$ cat src/rtl/exp6_pkg.sv
// Shared definitions for the exp6 game controller: state codes as 4-bit
// constants (these are also the db_estado debug values) and the state type.
package exp6_pkg;

    localparam logic [3:0] ST_INICIAL     = 4'h0;
    localparam logic [3:0] ST_PREPARA     = 4'h1;
    localparam logic [3:0] ST_ESPERA      = 4'h2;
    localparam logic [3:0] ST_REGISTRA    = 4'h4;
    localparam logic [3:0] ST_COMPARA     = 4'h5;
    localparam logic [3:0] ST_PROXIMO     = 4'h6;
    localparam logic [3:0] ST_FIM_ACERTO  = 4'hA;
    localparam logic [3:0] ST_FIM_ERRO    = 4'hE;
    localparam logic [3:0] ST_FIM_TIMEOUT = 4'hD;

    typedef enum logic [3:0] {
        INICIAL     = ST_INICIAL,
        PREPARA     = ST_PREPARA,
        ESPERA      = ST_ESPERA,
        REGISTRA    = ST_REGISTRA,
        COMPARA     = ST_COMPARA,
        PROXIMO     = ST_PROXIMO,
        FIM_ACERTO  = ST_FIM_ACERTO,
        FIM_ERRO    = ST_FIM_ERRO,
        FIM_TIMEOUT = ST_FIM_TIMEOUT
    } estado_t;

endpackage

$ cat src/rtl/unidade_controle_exp6.sv
// Moore control unit for the exp6 memory game: waits for iniciar, clears the
// datapath, then for each of 16 positions waits for a player move, registers
// it, compares it with memory and either advances, wins or loses.
// Optional feature macro: TIMEOUT_EN (move timer counts in ESPERA and an
// expired timer ends the game in FIM_TIMEOUT). Without it the timer is never
// advanced, fimT is ignored and FIM_TIMEOUT is unreachable.
// Input handshake: jogada is a single-cycle pulse; it is acted on only in
// ESPERA and needs no acknowledge. iniciar is level-sampled and only matters
// in INICIAL and the FIM_* states.
module unidade_controle_exp6
    import exp6_pkg::*;
(
    input  logic       clock,
    input  logic       reset,
    input  logic       iniciar,
    input  logic       jogada,
    input  logic       igual,
    input  logic       fimC,
    input  logic       fimT,
    output logic       zeraC,
    output logic       zeraT,
    output logic       zeraR,
    output logic       contaC,
    output logic       contaT,
    output logic       registraR,
    output logic       pronto,
    output logic       acertou,
    output logic       errou,
    output logic       timeout,
    output logic [3:0] db_estado
);

    estado_t estado, prox_estado;

`ifdef TIMEOUT_EN
    localparam logic USA_TIMEOUT = 1'b1;
`else
    localparam logic USA_TIMEOUT = 1'b0;
    logic unused_fimt;
    assign unused_fimt = fimT;
`endif

    // State register; reset returns to INICIAL immediately, mid-game included.
    always_ff @(posedge clock or posedge reset) begin
        if (reset) estado <= INICIAL;
        else       estado <= prox_estado;
    end

    // Next-state logic; a move in ESPERA takes priority over timer expiry.
    always_comb begin
        prox_estado = estado;
        case (estado)
            INICIAL:     if (iniciar) prox_estado = PREPARA;
            PREPARA:     prox_estado = ESPERA;
            ESPERA: begin
                if (jogada)                   prox_estado = REGISTRA;
                else if (USA_TIMEOUT && fimT) prox_estado = FIM_TIMEOUT;
            end
            REGISTRA:    prox_estado = COMPARA;
            COMPARA: begin
                if (!igual)    prox_estado = FIM_ERRO;
                else if (fimC) prox_estado = FIM_ACERTO;
                else           prox_estado = PROXIMO;
            end
            PROXIMO:     prox_estado = ESPERA;
            FIM_ACERTO,
            FIM_ERRO,
            FIM_TIMEOUT: if (iniciar) prox_estado = PREPARA;
            default:     prox_estado = INICIAL;
        endcase
    end

    // Output decode from the state alone; anything not set here stays 0.
    always_comb begin
        zeraC     = 1'b0;
        zeraT     = 1'b0;
        zeraR     = 1'b0;
        contaC    = 1'b0;
        contaT    = 1'b0;
        registraR = 1'b0;
        pronto    = 1'b0;
        acertou   = 1'b0;
        errou     = 1'b0;
        timeout   = 1'b0;
        case (estado)
            PREPARA: begin
                zeraC = 1'b1;
                zeraT = 1'b1;
                zeraR = 1'b1;
            end
            ESPERA:      contaT = USA_TIMEOUT;
            REGISTRA: begin
                registraR = 1'b1;
                zeraT     = 1'b1;
            end
            PROXIMO:     contaC = 1'b1;
            FIM_ACERTO: begin
                pronto  = 1'b1;
                acertou = 1'b1;
            end
            FIM_ERRO: begin
                pronto = 1'b1;
                errou  = 1'b1;
            end
            FIM_TIMEOUT: begin
                pronto  = 1'b1;
                timeout = USA_TIMEOUT;
            end
            default: ;
        endcase
    end

    assign db_estado = estado;

endmodule

$ cat config.mk
export PLATFORM = sky130hd
export DESIGN_NAME = unidade_controle_exp6
export DESIGN_NICKNAME = d
export VERILOG_FILES = /design/src/rtl/exp6_pkg.sv /design/src/rtl/unidade_controle_exp6.sv
export SDC_FILE = /design/constraint.sdc
export NUM_CORES = 1
export LEC_CHECK = 0
export BUFFER_PORTS_ARGS = -buffer_cell sky130_fd_sc_hd__buf_2
export CELL_PAD_IN_SITES_DETAIL_PLACEMENT = 0
export CELL_PAD_IN_SITES_GLOBAL_PLACEMENT = 1
export CORE_AREA = 3 3 40 42
export CTS_BUF_LIST = sky130_fd_sc_hd__clkbuf_4
export DETAILED_ROUTE_END_ITERATION = 7
export DIE_AREA = 0 0 43 45
export PLACE_DENSITY_LB_ADDON = 0.1
export SLEW_MARGIN = 20
export SYNTH_ARGS = -nofsm -noshare
export SYNTH_HDL_FRONTEND = slang
export SYNTH_SLANG_ARGS = --single-unit
$ cat constraint.sdc
create_clock -name clock -period 1.5 [get_ports clock]
set_input_delay 0.3 -clock clock [delete_from_list [all_inputs] [get_ports clock]]
set_output_delay 0.3 -clock clock [all_outputs]
set_load 0.02 [all_outputs]
==> flow_summary.json <==
{
  "htree_levels": 1,
  "gr-usage-all-layers": 0.110,
  "startpoint_type": "register",
  "violations": "negative setup slack",
  "clk_pin_slew_ps": 40,
  "placedCellCount": 71,
  "grt_max_degree": 8,
  "seqPwrFrac": 0.197,
  "rsz0062_at_grt": "true",
  "setup_ws_ps": -5.62,
  "hold_class": "primary input to register",
  "netlist_area_um2": 334,
  "vias_per_cell": 4.82,
  "cp.required_ps": 1200,
  "die_x_um": 43,
  "yosysSeqAreaShare": 0.300,
  "crit_fanout": 4,
  "largest_reg_flops": 4,
  "grt_antenna_before_repair": 0,
  "die_h_um": 45,
  "clkPwrFrac": 0.115,
  "crit_buf_inv": 1,
  "cts_buffer_depth": 2,
  "tns_ps": -5.62,
  "p_total_w": 0.00116,
  "port_buffers": 17,
  "syn_to_final_growth_pct": 74.9,
  "cts_tree": "yes",
  "status": "finished, violations left",
  "syn_area_per_cell_um2": 8.15,
  "comb_power_share": 0.689,
  "finalCritPeriodShare": 1.00,
  "cp_slowest_cell": "dfrtp_2",
  "max_stage_delay_ps": 430,
  "nNetsFinal": 79,
  "drt_pass1_iterations": 4,
  "drive_above_1_share": 0.657,
  "slew_violations": 0,
  "grt_pass1_wl_mm": 1.57,
  "coreArea_um2": 1280,
  "finalHoldViolations": 0,
  "nFillCells": 136,
  "swShare": 0.444,
  "numCtsBuffers": 3,
  "clock_sinks": 4,
  "clock_skew_ps": 6.59,
  "path_cells": "and2b_2 -> a21oi_2 -> nor2_1 -> buf_4",
  "yosys_warnings": 0,
  "p_leak_nw": 0.290,
  "max_clock_freq_mhz": 664,
  "post_synth_num_cell_types": 23,
  "grt_pass1_vias": 377,
  "place.gp.congestion": 0.741,
  "drc": 0,
  "end_kind": "output pin",
  "dp_slack_ps": 159,
  "finalSetupViolCount": 1,
  "powerDensity_nw_per_um2": 1990,
  "ys_ff_latch": 4,
  "p_switching_w": 0.000515,
  "min_period_ps": 1510,
  "ios": 21,
  "initial_utilization": 0.260,
  "dr_total_vias": 410,
  "clk_latency_ps": 230,
  "worstSetupPathType": "register to output pin",
  "critical-path-top-delay-family": "flip-flops",
  "cts_root_buffer": "clkbuf_4",
  "intPower_w": 0.000645,
  "rows": 13,
  "grt_overflow": 0,
  "drtIter0Drc": 6,
  "cp_data_arrival_time_ps": 1210,
  "layout_commonest_cell": "buf_4",
  "wl_mm": 1.02,
  "finalNonFillerCells": 85,
  "syn_inst": 41,
  "antenna_left": 0,
  "antenna_cells": 0,
  "die_area_um2": 1940,
  "most-common-layout-cells": "18 x buf_4, 10 x buf_2, 4 x nor2_1",
  "wl_per_cell_um": 12.0,
  "irDropWorstVdd_mv": 0.610,
  "max_cap_violations": 0
}
## cell families after synthesis
logic type / synth area share
AND/OR/NAND/NOR: 0.300
flip-flops: 0.300
buffers and inverters: 0.172
XOR/XNOR: 0.0262
other: 0.0112
AO/OA/AOI/OAI: 0.191
## worst reg2reg max path, cell delays in order (launching register included)
cell and delay [ps]:
dfrtp_2 460, buf_4 170, or3b_1 390, a32o_1 270
## final timing paths
check,slack [ps],end,start,cells past startpoint
setup / recovery,-6,pronto,db_estado[2],4
hold / removal,270,db_estado[3],igual,2
setup reg to reg,110,db_estado[1],db_estado[3],3
hold reg to reg,700,db_estado[0],db_estado[3],2
max in group asynchronous,840,db_estado[3],reset,3
min in group asynchronous,490,db_estado[1],reset,3
## final cells by class
cell class              count  area [µm²]  share of cell area
repair buffers             31         218               0.373
inverters                   3        11.3              0.0193
clock buffers               3        22.5              0.0385
flip-flops and latches      4         104               0.178
well taps                  15        18.8              0.0321
multi-input cells          29         210               0.360
## repair_timing
item | in CTS | in global routing
resized for setup | 13 | 3
pin swaps | 2 | 4
buffers inserted | 7 | 3
setup endpoints to repair | 7 | 8
hold endpoints to repair | 4 | 0
hold buffers | 1 | 0
## power groups by stage
stage | Combinational, W | Clock, W | Sequential (W)
4_1_cts | 0.000774 | 0.000138 | 0.000231
2_1_floorplan | 0.000449 | 0 | 0.000245
3_5_place_dp | 0.000605 | 0 | 0.000238
3_3_place_gp | 0.000601 | 0 | 0.000235
6_report | 0.000799 | 0.000133 | 0.000228
5_1_grt | 0.000858 | 0.000150 | 0.000237
## through the flow
stage                     area, µm²  utilization  hold slack [ps]
after floorplan                 362            -             65.9
after global placement          435        0.339              182
after detailed placement        435        0.339              189
after CTS                       552        0.429              274
after global routing            584        0.455              268
final                           584        0.455              274
## per-layer routing
layer | track usage | routed length [µm]
met5 | 0 | 0
met4 | 0.0904 | 12
met3 | 0.0199 | 85
met2 | 0.177 | 534
met1 | 0.128 | 387
## cells in the mapped netlist
cell type | instances | area (µm²)
buf_6 | 1 | 11.3
nor3_1 | 1 | 5.00
o21ai_0 | 3 | 15.0
a222oi_1 | 1 | 10.0
nor2b_4 | 1 | 13.8
conb_1 | 1 | 3.75
and3_1 | 1 | 6.26
dfrtp_1 | 4 | 100
buf_2 | 1 | 5.00
inv_1 | 3 | 11.3
o22ai_1 | 1 | 6.26
nand2_1 | 4 | 15.0
or3b_1 | 1 | 8.76
a22oi_1 | 1 | 7.51
xnor2_1 | 1 | 8.76
and2b_2 | 1 | 8.76
nand4_1 | 1 | 6.26
nor2_1 | 4 | 15.0
a32o_1 | 2 | 20.0
buf_4 | 4 | 30.0
and3_2 | 2 | 15.0
nor4_1 | 1 | 6.26
a21oi_1 | 1 | 5.00
(Power assumes the default switching activity.)
